## src/rtl/sticky_run_detector_if.sv

```systemverilog
// Channel input/status bundle for sticky_run_detector.
// The master drives the channel inputs and clears; the slave returns flags and the interrupt.
interface sticky_run_detector_if #(
    parameter int unsigned CHANNELS = 4,
    parameter int unsigned WIDTH    = 2
);
    logic [CHANNELS*WIDTH-1:0] a;
    logic [CHANNELS-1:0]       clr;
    logic [CHANNELS-1:0]       flag_n;
    logic                      any_n;
    logic                      irq;

    modport master (
        output a,
        output clr,
        input  flag_n,
        input  any_n,
        input  irq
    );

    modport slave (
        input  a,
        input  clr,
        output flag_n,
        output any_n,
        output irq
    );
endinterface

```

## src/rtl/sticky_run_detector.sv

```systemverilog
// Multi-channel run detector: a channel flags once its reduced slice matches for RUN_LEN
// consecutive cycles; flags are optionally sticky and drive active-low status plus an irq pulse.
module sticky_run_detector #(
    parameter int unsigned CHANNELS  = 4,
    parameter int unsigned WIDTH     = 2,
    parameter int unsigned RUN_LEN   = 2,
    parameter bit          REDUCE_OR = 1'b0,
    parameter bit          STICKY    = 1'b1
) (
    input  logic                  clk,
    input  logic                  rst_n,
    sticky_run_detector_if.slave  bus_io
);
    localparam int unsigned CntW = $clog2(RUN_LEN + 1);
    localparam logic [CntW-1:0] RunMax = CntW'(RUN_LEN);
    localparam logic [CntW-1:0] HitThr = CntW'(RUN_LEN - 1);

    logic [CntW-1:0]     cnt_q [CHANNELS];
    logic [CntW-1:0]     cnt_d [CHANNELS];
    logic [CHANNELS-1:0] match;
    logic [CHANNELS-1:0] hit;
    logic [CHANNELS-1:0] flag_q, flag_d;
    logic                irq_q, irq_d;

    always_comb begin
        for (int k = 0; k < CHANNELS; k++) begin
            logic [WIDTH-1:0] slice;
            slice    = bus_io.a[k*WIDTH +: WIDTH];
            match[k] = REDUCE_OR ? (|slice) : (&slice);
            // The current matching cycle completes the run when the count is one short.
            hit[k]   = match[k] & (cnt_q[k] >= HitThr);
            if (!match[k]) begin
                cnt_d[k] = '0;
            end else if (cnt_q[k] == RunMax) begin
                cnt_d[k] = RunMax;
            end else begin
                cnt_d[k] = cnt_q[k] + CntW'(1);
            end
        end
    end

    always_comb begin
        flag_d = hit;
        if (STICKY) begin
            // A fresh hit overrides a clear arriving in the same cycle.
            flag_d = hit | (flag_q & ~bus_io.clr);
        end
        irq_d = |(hit & ~flag_q);
    end

    always_ff @(posedge clk or negedge rst_n) begin
        if (!rst_n) begin
            for (int k = 0; k < CHANNELS; k++) begin
                cnt_q[k] <= '0;
            end
            flag_q <= '0;
            irq_q  <= 1'b0;
        end else begin
            for (int k = 0; k < CHANNELS; k++) begin
                cnt_q[k] <= cnt_d[k];
            end
            flag_q <= flag_d;
            irq_q  <= irq_d;
        end
    end

    assign bus_io.flag_n = ~flag_q;
    assign bus_io.any_n  = ~(|flag_q);
    assign bus_io.irq    = irq_q;
endmodule

```

## src/flat_wrapper.sv

```systemverilog
// flat-port wrapper written by rule: the top's interface ports become plain ports
module sticky_run_detector_flat 
#(
    parameter int unsigned CHANNELS  = 4,
    parameter int unsigned WIDTH     = 2,
    parameter int unsigned RUN_LEN   = 2,
    parameter bit          REDUCE_OR = 1'b0,
    parameter bit          STICKY    = 1'b1
)
  (clk, rst_n, bus_io_a, bus_io_clr, bus_io_flag_n, bus_io_any_n, bus_io_irq);
  sticky_run_detector_if #(.CHANNELS(CHANNELS), .WIDTH(WIDTH)) bus_io_i ();
  input  logic clk;
  input  logic rst_n;
  input wire logic [$bits(bus_io_i.a)-1:0] bus_io_a;
  input wire logic [$bits(bus_io_i.clr)-1:0] bus_io_clr;
  output wire logic [$bits(bus_io_i.flag_n)-1:0] bus_io_flag_n;
  output wire logic [$bits(bus_io_i.any_n)-1:0] bus_io_any_n;
  output wire logic [$bits(bus_io_i.irq)-1:0] bus_io_irq;
  assign bus_io_i.a = bus_io_a;
  assign bus_io_i.clr = bus_io_clr;
  assign bus_io_flag_n = bus_io_i.flag_n;
  assign bus_io_any_n = bus_io_i.any_n;
  assign bus_io_irq = bus_io_i.irq;
  sticky_run_detector #(.CHANNELS(CHANNELS), .WIDTH(WIDTH), .RUN_LEN(RUN_LEN), .REDUCE_OR(REDUCE_OR), .STICKY(STICKY)) u_core (.clk(clk), .rst_n(rst_n), .bus_io(bus_io_i));
endmodule
```

## config.mk

```make
export PLATFORM = sky130hd
export DESIGN_NAME = sticky_run_detector_flat
export DESIGN_NICKNAME = d
export VERILOG_FILES = /design/src/rtl/sticky_run_detector_if.sv /design/src/rtl/sticky_run_detector.sv /design/src/flat_wrapper.sv
export SDC_FILE = /design/constraint.sdc
export NUM_CORES = 1
export LEC_CHECK = 0
export CORE_MARGIN = 2
export CORE_UTILIZATION = 45
export CTS_CLUSTER_DIAMETER = 40
export DETAILED_ROUTE_END_ITERATION = 7
export PLACE_DENSITY = 0.79
export SETUP_SLACK_MARGIN = 0.3
export SLEW_MARGIN = 10
export SYNTH_ARGS = -nofsm -noshare
export SYNTH_HDL_FRONTEND = slang
export SYNTH_SLANG_ARGS = --single-unit
export TNS_END_PERCENT = 100
```

## constraint.sdc

```tcl
create_clock -name clk -period 2 [get_ports clk]
set_input_delay 0.2 -clock clk [delete_from_list [all_inputs] [get_ports clk]]
set_output_delay 0.2 -clock clk [all_outputs]
set_load 0.01 [all_outputs]
```

======== Word level (Yosys, flattened, before mapping) ========
Cells that the tools add are included.
word-level totals
  memory bits (read-only) ................. 0
  input bits .............................. 14
  word-level logic and storage cells ...... 42
  memories ................................ 0
  memory bits (writable) .................. 0
  output and inout port bits .............. 6
  latch bits .............................. 0
  flip-flop bits (word level) ............. 13
operators by class
  magnitude comparators ................... 4
  shifts and indexed selects .............. 0
  equal/unequal tests ..................... 4
  multipliers ............................. 0
  bitwise logic cells ..................... 10
  muxes and demuxes ....................... 8
  divide/modulo/power cells ............... 0
  reduce and logical (&&, ||, !) cells .... 6
  $add $sub $neg .......................... 4
operators by type and width
  cell                                                                   number
  2-bit 2-to-1 mux                                                       8
  2-bit by 1-bit adder with 2-bit output, second input constant          4
  4-bit bitwise AND                                                      2
  2-bit == test, second input constant                                   4
  2-bit by 1-bit >= comparator with 1-bit output, second input constant  4
  4-bit NOT                                                              2
  2-bit AND reduction                                                    4
  4-bit OR reduction                                                     2
  1-bit bitwise AND                                                      4
  4-bit bitwise OR                                                       1
  1-bit NOT                                                              1

======== Logic depth before layout (Yosys ltp) ========
Gate-level depths: netlist of run 1.
  depth after elaboration ................. 4
  gate-level depth with buffers ........... 5
  gate-level depth less buffers ........... 5

======== Worst setup path after synthesis of run 1 ========
No wires, ideal clock.
  path kind ............................... reg-to-reg
  start point ............................. register u_core.cnt_q[4] (netlist name)
  end point ............................... register u_core.irq_q, in the netlist u_core.bus_io.irq
  stages on the path, launching flop included .. 6
  path buffers ............................ 0
  path slack .............................. 0.817 ns
  period minus slack after synthesis ...... 1.183 ns
  data required time ...................... 1.869 ns
  arrival ................................. 1.052 ns
  setup time .............................. 0.131 ns
  cells stage by stage .................... dfrtp_1 > inv_1 > ha_1 > nand3b_2 > o32ai_1 > or3_1
between the ends
  word-level cells in the longest chain between the ends .. 4
ends and longest elaborated chain
  item                                            RTL line                   RTL
  start: declaration                              sticky_run_detector.sv:18  logic [CntW-1:0] cnt_q [CHANNELS];
  start signal: indexed assignment                sticky_run_detector.sv:60  cnt_q[k] <= cnt_d[k];
  2-bit by 1-bit >= comparator with 1-bit output  sticky_run_detector.sv:31  hit[k] = match[k] & (cnt_q[k] >= HitThr);
  1-bit bitwise AND                               sticky_run_detector.sv:31
  4-bit bitwise AND                               sticky_run_detector.sv:48  irq_d = |(hit & ~flag_q);
  4-bit OR reduction                              sticky_run_detector.sv:48
  via u_core.irq_d                                sticky_run_detector.sv:23  logic irq_q, irq_d;
  end signal: assignment                          sticky_run_detector.sv:63  irq_q <= irq_d;
  end: declaration                                sticky_run_detector.sv:23
The timed path passes the listed nets, and every way through them passes these cells.

======== Final worst setup path of run 1 ========
  start point ............................. register u_core.flag_q[2]
  end point ............................... output port bus_io_flag_n[2]
between the ends
  word-level cells in the longest chain between the ends .. 1
ends and longest elaborated chain
  item                      RTL line                   RTL
  start: declaration        sticky_run_detector.sv:22  logic [CHANNELS-1:0] flag_q, flag_d;
  start signal: assignment  sticky_run_detector.sv:62  flag_q <= flag_d;
  4-bit NOT                 sticky_run_detector.sv:67  assign bus_io.flag_n = ~flag_q;
  end: declaration          flat_wrapper.sv:16         output wire logic [$bits(bus_io_i.flag_n)-1:0] bus_io_flag_n;
Every way passes these cells.

==> results.md, run 1 <==
Run status:
- The run finished with clean final reports.

Synth:
- After synthesis, the netlist uses 13 different library cells.
- The mapped netlist covers 588 sq um.
- The number of nets produced by synthesis is 74.
- The number of register bits inferred by synthesis is 13.
- The gate count after technology mapping is 53.
- The number of warnings printed during yosys synthesis is 0.
- For this run, the register share of the synthesized area comes to 0.553.
- The mean area per synthesized cell is 11.1 sq um.

Power and ir drop:
- The power per standard cell area is 658 mW/mm^2.
- The worst voltage drop across the vdd grid is 0.352 mV.
- The analysis attributes to cell leakage a power of 0.403 nW.

Die:
- In this run the horizontal extent of the chip is 40.2 um.
- The die is 40.2 um tall.
- The top-level I/O count is 20.
- The core box area is 0.00125 sq mm.
- The floorplan die area is 0.00161 sq mm.
- The initialized floorplan defines 13 standard-cell rows.
- For this configuration, the core starts out at a cell density of 0.470.

Drt:
- The detailed router placed 446 vias in this run.
- The detailed-routing iteration count for the pre-antenna-repair pass is 3.
- The routed design has 1010 um of wire.
- After detailed routing, the number of remaining DRC violations is 0.
- After the first detailed-routing iteration, the DRC count stood at 7.
- After detailed routing, the number of vias per cell comes to 4.90.
- Dividing the detail-routed wire length by the instance count gives 11.1 um.
- The number of nets still failing antenna checks after routing is 0.

Critical path:
- Data on the critical path is required at its endpoint by 1800 ps.
- The critical path's slowest cell is sky130_fd_sc_hd__clkdlybuf4s50_1.
- The number of cells on the worst reg-to-reg path is 5.
- Counting both buffers and inverters, the worst setup path holds a total of 2.
- Traced cell by cell, the critical path runs through inv_1 > clkdlybuf4s50_1.
- Along the worst path, the maximum fanout reaches 3.
- Data on the critical path arrives at its endpoint at 1280 ps.
- On the critical path the largest part of the delay comes from buffers and inverters.
- The critical path startpoint category is a flip-flop.
- The worst setup path is of the reg2out kind.
- The largest incremental delay on the critical path is 530 ps.
- The category of the worst setup path capture point is an output pin.
- The instance count on the critical path is 2.

Place:
- The number of buffers inserted by port buffering is 19.
- After legalization and detailed placement, the total HPWL measured 798 um.
- The congestion estimate from routability-driven global placement came to 0.706.

Clocking:
- In this run the post-CTS setup repair buffer count came out at 0.
- The number of buffers created by CTS is 3.
- The tree built by TritonCTS fans out to 13 sinks.
- The TritonCTS clock tree is yes.
- The clock latency at the later pin of the worst-skew pair is 270 ps.
- In this run the clock root is driven by a sky130_fd_sc_hd__clkbuf_4.
- Clock-pin slew was measured on the worst setup and hold paths at 80 ps.
- No sink is reached through more buffers than the 2 on the longest clock path.
- The H-tree depth is 1.

Global routing:
- The number of global-route vias before repair was 397.
- The initial antenna violation count was 0.
- The global route total overflow is 0.
- The aggregate global-route resource usage is 0.154.
- The maximum number of pins on one net before global-route repair is 14.
- The global-route wire length before repair is 1610 um.

STA:
- For the pin with the worst max-slew slack, the measured transition is 570 ps.
- The total count of hold-check failures in the final report is 0.
- The total setup violations reported at the end of the flow is 0.
- Of the available clock period, the critical path in the final layout requires 0.741.
- Measured against its own limit, the worst slew margin works out to 0.619.
- Setup repair after global routing left no endpoint under its margin.
- The highest attainable clock frequency is 674 MHz.
- The smallest clock period supported by the final layout is computed as 1480 ps.
- The largest clock skew in the final design is 6.12 ps.
- Summed over all failing endpoints, the final setup total negative slack is 0 ps.
- The number of max-slew violations in the final report is 0.

Cells and area:
- In the final layout, the share of cells above drive strength 1 is 0.0789.
- The net count of the finished layout is 98.
- The repair_antennas step left the layout with diodes totalling 0.
- The area growth from synthesis to layout is 39.8%.
- At the end of the flow the core is filled with cells to 0.656.
- The most frequent standard cell in the layout excluding fill and tap cells is sky130_fd_sc_hd__clkdlybuf4s50_1.
- In the layout the commonest cells are sky130_fd_sc_hd__clkdlybuf4s50_1 (18), sky130_fd_sc_hd__dfrtp_1 (13), sky130_fd_sc_hd__inv_1 (12).

Job:
- The count of max-cap constraint violations is 0.

Min path:
- The class of the most critical hold timing path is in2async.
## repair_timing
action / in CTS / in global routing
gates resized for setup: 1 / 0
setup endpoints to repair: 1 / 0
hold buffers: 0 / 0
## synthesized netlist by cell type (all sizes together)
| library cell | number | area, sq um |
|---|---|---|
| and3 | 8 | 52.6 |
| dfrtp | 13 | 325 |
| ha | 7 | 87.6 |
| inv | 12 | 45.0 |
| nand2 | 3 | 11.3 |
| nand3b | 1 | 11.3 |
| nor3 | 2 | 10.0 |
| nor4 | 1 | 6.26 |
| o21ai | 1 | 5.00 |
| o22ai | 3 | 18.8 |
| o32ai | 1 | 8.76 |
| or3 | 1 | 6.26 |
## layout make-up
cell class | instances | area [sq um]
Clock buffer | 4 | 26.3
Fill cell | 112 | 430
Timing Repair Buffer | 19 | 189
Tap cell | 15 | 18.8
Inverter | 12 | 45.0
Sequential cell | 13 | 325
Multi-Input combinational cell | 28 | 218
## cell families (layout without fill, tap and decap cells)
kind of cell | count (synthesis) | in the layout | synth area share
AOI/OAI and AO/OA | 5 | 5 | 0.0553
adders and majority gates | 7 | 7 | 0.149
buffers and inverters | 12 | 35 | 0.0766
DFF | 13 | 13 | 0.553
and+or+nand+nor | 16 | 16 | 0.166
## through the flow
step | power, mW | std cells | cell area [sq um] | hold slack [ps] | worst slack (ps)
6_report | 0.541 | 91 | 822 | 291 | 517
5_1_grt | 0.573 | 91 | 822 | 342 | 446
4_1_cts | 0.550 | 91 | 822 | 312 | 504
3_5_place_dp | 0.393 | 87 | 797 | 567 | 534
3_3_place_gp | 0.391 | 87 | 797 | 561 | 534
2_1_floorplan | 0.328 | 53 | 588 | -95.6 | 817
## path summary, 6_finish.rpt
path / start / end / slack [ps]
max: u_core.flag_q[2] / bus_io_flag_n[2] / 520
min: rst_n / u_core.cnt_q[4] / 290
max reg2reg: u_core.cnt_q[4] / u_core.bus_io.irq / 740
min reg2reg: u_core.flag_q[0] / u_core.flag_q[0] / 590
max in group asynchronous: rst_n / u_core.cnt_q[0] / 1330
min in group clk: bus_io_clr[1] / u_core.flag_q[1] / 510
## power breakdown
part	internal [mW]	switching, mW	leakage [nW]
registers	0.278	0.00660	0.175
clock network	0.0771	0.0801	0.0150
logic	0.0585	0.0409	0.213
## metal layers
metal | share of wire | track usage
met1 | 0.45 | 0.201
met2 | 0.50 | 0.250
met3 | 0.052 | 0.0333
met4 | 0 | 0.0517
met5 | 0 | 0
## state kept, by name, summed over array words and instances, names as in the netlist
| name | count |
|---|---|
| u_core.cnt_q | 8 |
| u_core.bus_io.irq | 1 |
| u_core.flag_q | 4 |
Note: power is estimated with default switching activity, not from simulation.
==> run 2, diff against run 1 <==
Settings changed: CORE_UTILIZATION 45 to 38, PLACE_DENSITY 0.79 to 0.71.
Clock period 2 ns to 1.2 ns, I/O delays scaled along.
==> run 2 against run 1 <==
  * The run now ends with setup timing left
  * Non-clock buffer count up 12
  * Sequential power grew 68%
  * Final cell count is 14% higher
==> results.md, run 2 (synthesized netlist as in run 1, its figures left out) <==
Drt:
- The wire length after detailed routing is 1350 um (+33%).
- The number of nets still failing antenna checks after routing is 0 (unchanged).
- The detailed-routing iteration count for the pre-antenna-repair pass is 2 (-1).
- The number of design rule violations left after detail routing is 0 (unchanged).
- The average vias per placed instance is 4.82 (-1.7%).
- The DRC marker count from the first detailed-route iteration came to 4 (-3).
- The total vias in the final route is 501 (+12%).
- The average wire per cell in the routed design was 13.0 um (+17%).

STA:
- The setup TNS is -20.9 ps (-20.9 ps).
- Setup repair after global routing could not meet its margin everywhere.
- The number of max-slew violations in the final report is 0 (unchanged).
- The final worst slack was -20.2 ps (-537 ps).
- The post-layout minimum cycle time is 1220 ps.
- The total setup violations reported at the end of the flow was 2 (+2).
- The largest clock skew in the final design is 0.903 ps (-5.22 ps).
- The actual transition at the worst max-transition pin was 188 ps (-382 ps).
- For this run, the top clock speed supported by timing is 820 MHz.
- The hold slack was 149 ps (-143 ps).
- The tightest slew margin relative to the limit is 0.874 (+0.255).
- The total count of hold-check failures in the final report is 0 (unchanged).
- Of the available clock period, the critical path in the final layout requires 1.02.

Power and ir drop:
- The switching power is 0.258 mW (+100%).
- The fraction of power consumed by sequential logic is 0.473 (-0.053).
- The fraction of power consumed by the clock network is 0.267 (-0.024).
- The reported leakage power is 0.486 nW (+21%).
- The power per standard cell area is 977 mW/mm^2 (+48%).
- The combinational fraction of design power was 0.260 (+0.076).
- The worst voltage drop across the vdd grid came to 0.612 mV (+74%).
- The internal power component is 0.751 mW (+82%).
- The switching portion of total power is 0.256 (+0.0201).
- The total power came to 1.01 mW (+87%).

Critical path:
- The worst setup path is captured at a flip-flop.
- The largest incremental delay on the critical path was 380 ps (-150 ps).
- The required arrival time at the worst endpoint is 1350 ps (-450 ps).
- The number of buffers and inverters on the critical path is 1 (-1).
- Broken down by cell family, the worst path's largest delay share belongs to simple AND/OR/NAND/NOR gates.
- The slowest stage of the critical path belongs to the cell sky130_fd_sc_hd__dfrtp_1.
- The signal on the critical path passes through inv_2 > ha_1 > nand3b_4 > o32ai_2 > or3_1.
- The maximum fanout along the worst path is 2 (-1).
- The critical path arrival was 1370 ps (+90 ps).
- The critical path is of the reg2reg type.
- STA classifies the critical path startpoint as a flip-flop.

Global routing:
- The initial antenna violation count is 0 (unchanged).
- The global-route wire length before repair is 1950 um (+21%).
- The number of global-route vias before repair came to 492 (+24%).
- The aggregate global-route resource usage was 0.147 (-0.00626).
- The maximum number of pins on one net before global-route repair came to 14 (unchanged).
- The global route total overflow is 0 (unchanged).

Die:
- The width of the die is 43.3 um (+7.9%).
- The core box area is 0.00147 sq mm (+17%).
- The top-level I/O count is 20 (unchanged).
- The overall die height is 43.3 um (+7.9%).
- The initial standard-cell utilization of the core is 0.400 (-0.0699).
- The floorplan die area is 0.00188 sq mm (+17%).
- The number of cell rows was 14 (+1).

Clocking:
- The clock transition at the register clock pins on the worst setup and hold paths after CTS was 80 ps (about the same).
- The number of clock sinks is 13 (unchanged).
- The number of buffers created by CTS was 3 (unchanged).
- The clock latency at the later pin of the worst-skew pair was 270 ps (about the same).
- The H-tree depth is 1 (unchanged).
- The maximum clock insertion buffer count is 2 (unchanged).
- The cell chosen for the clock root is sky130_fd_sc_hd__clkbuf_4.
- TritonCTS built the clock tree.
- The hold buffer count at cts is 0 (unchanged).

Job:
- The count of max-cap constraint violations is 0 (unchanged).

Place:
- The placed standard-cell area was 876 sq um (+9.9%).
- The number of buffers inserted by port buffering is 19 (unchanged).
- The routability congestion estimate from global placement came to 0.717 (+1.5%).
- The half-perimeter wire length after detailed placement came to 906 um (+14%).

Cells and area:
- In the layout the commonest cells are sky130_fd_sc_hd__clkdlybuf4s50_1 (13), sky130_fd_sc_hd__dfrtp_1 (13), sky130_fd_sc_hd__buf_6 (10).
- The net count of the finished layout is 110 (+12%).
- The fraction of layout cells with a size suffix above 1 is 0.523 (+0.444).
- The number of antenna repair diodes is 0 (unchanged).
- The number of fill cells in the layout is 114 (+1.8%).
- The area growth from synthesis to layout is 75.7%.
- The flip-flop count of the largest register, all copies and words added is 8 (unchanged).
- The design area is 0.00103 sq mm (+26%).
- Counting flops per register, the top entry is u_core.cnt_q.

Run status:
- The final reports fail on setup timing.
- The run finished, with violations left.

Min path:
- The path class of the tightest hold or removal check is in2async.
run 2: cell types whose count changed in the layout (fill, tap and decap cells not counted), sizes merged:
cell           change
buf               +18
clkdlybuf4s50      -5
dlygate4sd2        -1
run 2: cell type report:
cell class	count	area, sq um	area share
inverter	12	52.6	0.0508
sequential	13	325	0.315
clock buffer	4	26.3	0.0254
timing repair buffer	31	298	0.288
multi-input combinational	28	312	0.301
tap	16	20.0	0.0194
run 2: metal layers:
metal | vias to the layer above | global-route usage | share of wire
met3 | 2 | 0.0375 | 0.044
li1 | 245 | - | -
met2 | 11 | 0.251 | 0.54
met5 | - | 0 | 0
met1 | 243 | 0.165 | 0.41
met4 | 0 | 0.0909 | 0.0081
run 2: metrics by stage:
step | instances | util | setup WS (ps)
global placement | 97 | 0.595 | -105
finish | 104 | 0.702 | -20.2
CTS | 102 | 0.639 | -20.8
detailed placement | 97 | 0.595 | -105
floorplan | 53 | - | 81.4
global route | 104 | 0.702 | -77.6
run 2: worst paths after layout:
check | startpoint | endpoint | slack [ps] | cells past startpoint
setup / recovery | u_core.cnt_q[4] | u_core.bus_io.irq | -20 | 5
hold reg to reg | u_core.flag_q[0] | u_core.flag_q[0] | 670 | 3
setup reg to reg | u_core.cnt_q[4] | u_core.bus_io.irq | -20 | 5
min in group clk | bus_io_clr[1] | u_core.flag_q[1] | 410 | 2
hold / removal | rst_n | u_core.bus_io.irq | 150 | 2
max in group asynchronous | rst_n | u_core.flag_q[1] | 900 | 2
run 2: power by group through the flow:
stage                     Sequential [mW]  Combinational (mW)  Clock [mW]
after floorplan                     0.485              0.0667           0
after global placement              0.482               0.201           0
after detailed placement            0.483               0.206           0
after CTS                           0.477               0.221       0.277
after global routing                0.480               0.286       0.298
final                               0.478               0.262       0.269
run 2: timing repair:
action	CTS	global route
buffers inserted	1	2
setup endpoints to repair	14	15
gates resized for setup	46	15
pin swaps	5	2
==> run 3, diff against run 2 <==
Settings changed: GPL_TIMING_DRIVEN from default to 0, SKIP_LAST_GASP from default to 1.
==> run 3 against run 2 <==
  * The flow still finishes with violations (setup timing)
  * Maximum frequency up 1.5%
  * Core utilization down 5.6 points
  * Largest cell class unchanged
  * Die area unchanged
  * Clock skew up 1.2 ps
  * Highest routed layer is now met3
  * First-iteration DRC count up 50%
  * Largest power group unchanged
  * Critical path depth unchanged
  * Critical path type unchanged
  * Sequential power about the same
  * Worst setup slack better by 18 ps
  * Final area down 8.0%
==> results.md, run 3 (synthesized netlist as in run 1, its figures left out) <==
Critical path:
- The critical path arrival was 1350 ps (-20 ps).
- The startpoint identified for the worst register-to-register timing path is u_core.cnt_q[4].
- The largest incremental delay on the critical path was 390 ps (about the same).
- The critical path's slowest cell is sky130_fd_sc_hd__dfrtp_1.
- The category of the worst setup path capture point is a flip-flop.
- The required arrival time at the worst endpoint came to 1350 ps (about the same).
- The critical path startpoint category is a flip-flop.
- The number of cell instances on the worst register-to-register path is 5 (unchanged).
- The maximum fanout along the worst path came to 2 (unchanged).
- The endpoint of the worst-slack reg-to-reg timing path is u_core.bus_io.irq.
- The most critical setup path has its startpoint at u_core.cnt_q[4].
- By startpoint and endpoint, the worst setup path is classified as reg2reg.
- Walking the worst path, the cells encountered are inv_2 > ha_4 > nand3b_4 > o32ai_1 > or3_1.
- The slack of the worst reg-to-reg path is -3 ps (+20 ps).

Drt:
- The DRC marker count from the first detailed-route iteration is 6 (+2).
- The number of design rule violations left after detail routing is 0 (unchanged).
- The detailed-routing iteration count for the pre-antenna-repair pass is 2 (unchanged).
- The number of nets still failing antenna checks after routing is 0 (unchanged).
- The average vias per placed instance is 4.85 (+0.65%).
- The average wire per cell in the routed design is 11.6 um (-10%).
- The total vias in the final route was 480 (-4.2%).
- The wire length after detailed routing is 1150 um (-15%).

Power and ir drop:
- The reported leakage power is 0.448 nW (-7.7%).
- The worst voltage drop across the vdd grid is 0.636 mV (+4.0%).
- The power per standard cell area came to 997 mW/mm^2 (+2.1%).

Die:
- The floorplan die area is 0.00188 sq mm (unchanged).
- The core box area came to 0.00147 sq mm (unchanged).
- The overall die height is 43.3 um (unchanged).
- The top-level I/O count is 20 (unchanged).
- The width of the die was 43.3 um (unchanged).
- The number of cell rows is 14 (unchanged).
- The initial standard-cell utilization of the core came to 0.400 (unchanged).

Cells and area:
- The flip-flop count of the largest register, all copies and words added was 8 (unchanged).
- The fraction of layout cells with a size suffix above 1 is 0.422 (-0.101).
- The register containing the most flip-flops in the final layout is u_core.cnt_q.
- The number of fill cells in the layout was 119 (+4.4%).
- From synthesis to final layout, the design area changed by 61.7%.
- The final core utilization is 0.646 (-0.0561).
- Leaving out fill and tap cells, the most frequent cells in the layout are sky130_fd_sc_hd__clkdlybuf4s50_1 (13), sky130_fd_sc_hd__dfrtp_1 (13), sky130_fd_sc_hd__inv_2 (7).
- The net count of the finished layout is 105 (-4.5%).
- The number of antenna repair diodes was 0 (unchanged).
- The design area came to 951 sq um (-8.0%).
- The area taken by multi-input logic gates is 297 sq um (-4.8%).
- The area taken by flip-flops and latches came to 325 sq um (unchanged).

Global routing:
- The maximum number of pins on one net before global-route repair is 14 (unchanged).
- The global-route wire length before repair is 1740 um (-11%).
- The aggregate global-route resource usage is 0.124 (-0.0236).
- The initial antenna violation count is 0 (unchanged).
- The global route total overflow is 0 (unchanged).
- The number of global-route vias before repair was 422 (-14%).

Clocking:
- The clock latency at the later pin of the worst-skew pair came to 260 ps (about the same).
- The tree is rooted in a sky130_fd_sc_hd__clkbuf_4.
- The H-tree depth is 1 (unchanged).
- The clock transition at the register clock pins on the worst setup and hold paths after CTS is 80 ps (about the same).
- The TritonCTS clock tree is yes.
- The number of clock sinks was 13 (unchanged).
- The maximum clock insertion buffer count was 2 (unchanged).
- The number of buffers created by CTS was 3 (unchanged).

STA:
- The final worst slack is -2.70 ps (+17.5 ps).
- The highest attainable clock frequency is 831 MHz (+1.5%).
- The post-layout minimum cycle time was 1200 ps (-17.5 ps).
- Setup repair after global routing could not meet its margin everywhere.
- The hold slack is 215 ps (+66.9 ps).
- The setup TNS is -2.70 ps (+18.2 ps).
- The number of max-slew violations in the final report was 0 (unchanged).
- The largest clock skew in the final design was 2.08 ps (+1.18 ps).
- The total setup violations reported at the end of the flow is 1 (-1).
- The post-route fraction of the period consumed by the critical path is 1.00 (-0.0146).
- The actual transition at the worst max-transition pin was 566 ps (+378 ps).
- The tightest slew margin relative to the limit is 0.622 (-0.252).
- The total count of hold-check failures in the final report was 0 (unchanged).

Place:
- The routability congestion estimate from global placement was 0.738 (+3.0%).
- The half-perimeter wire length after detailed placement is 799 um (-12%).
- The pre-CTS setup slack was -141 ps (-36.1 ps).
- The placed standard-cell area came to 808 sq um (-7.7%).
- The number of buffers inserted by port buffering is 19 (unchanged).

Run status:
- The flow ran to the end, but the final reports show violations.
- The final reports fail on setup timing.

Min path:
- The class of the most critical hold timing path is in2async.

Job:
- The count of max-cap constraint violations is 0 (unchanged).
run 3: report_power, final:
part	internal, mW	switching, mW	leakage (nW)
sequential	0.463	0.0149	0.175
clock	0.128	0.129	0.0150
combinational	0.124	0.0886	0.259
run 3: timing repair:
item	4_1_cts	5_1_grt
endpoints found under the setup margin	12	14
gates resized for setup	34	15
hold buffers	0	0
setup buffers	4	3
pin swaps	2	1
run 3: through the flow:
stage	total power, mW	instances
after floorplan	0.551	53
after global routing	1.01	99
after CTS	0.924	96
final	0.948	99
after detailed placement	0.660	88
after global placement	0.656	88
run 3: cell type report:
| type | instances | share of cell area |
|---|---|---|
| well taps | 16 | 0.0211 |
| repair buffers | 26 | 0.245 |
| clock buffers | 4 | 0.0276 |
| flip-flops and latches | 13 | 0.342 |
| inverters | 12 | 0.0526 |
| multi-input cells | 28 | 0.312 |
run 3: how the worst max path moves through the flow:
| stage | endpoint | slack [ps] | cells past startpoint |
|---|---|---|---|
| 3_3_place_gp | bus_io_any_n | -150 | 2 |
| 2_1_floorplan | u_core.bus_io.irq | 80 | 5 |
| 5_1_grt | u_core.bus_io.irq | -60 | 5 |
| 6_report | u_core.bus_io.irq | -3 | 5 |
| 3_5_place_dp | bus_io_any_n | -140 | 2 |
| 4_1_cts | bus_io_any_n | 20 | 2 |
run 3: routing by layer:
layer / track usage / routed length [um] / part of all wire / vias up
met5: 0 / 0 / 0 / -
li1: - / - / - / 237
met2: 0.209 / 586 / 0.51 / 13
met3: 0.0250 / 71 / 0.062 / 0
met4: 0.0364 / 0 / 0 / 0
met1: 0.162 / 495 / 0.43 / 230
run 3: critical path, delay by kind of cell, from the launching register on:
family                     cells  cell delay [ps]
DFF                            1              390
and+or+nand+nor                2              420
buffers and inverters          1               80
adders and majority gates      1              130
AOI/OAI and AO/OA              1               70
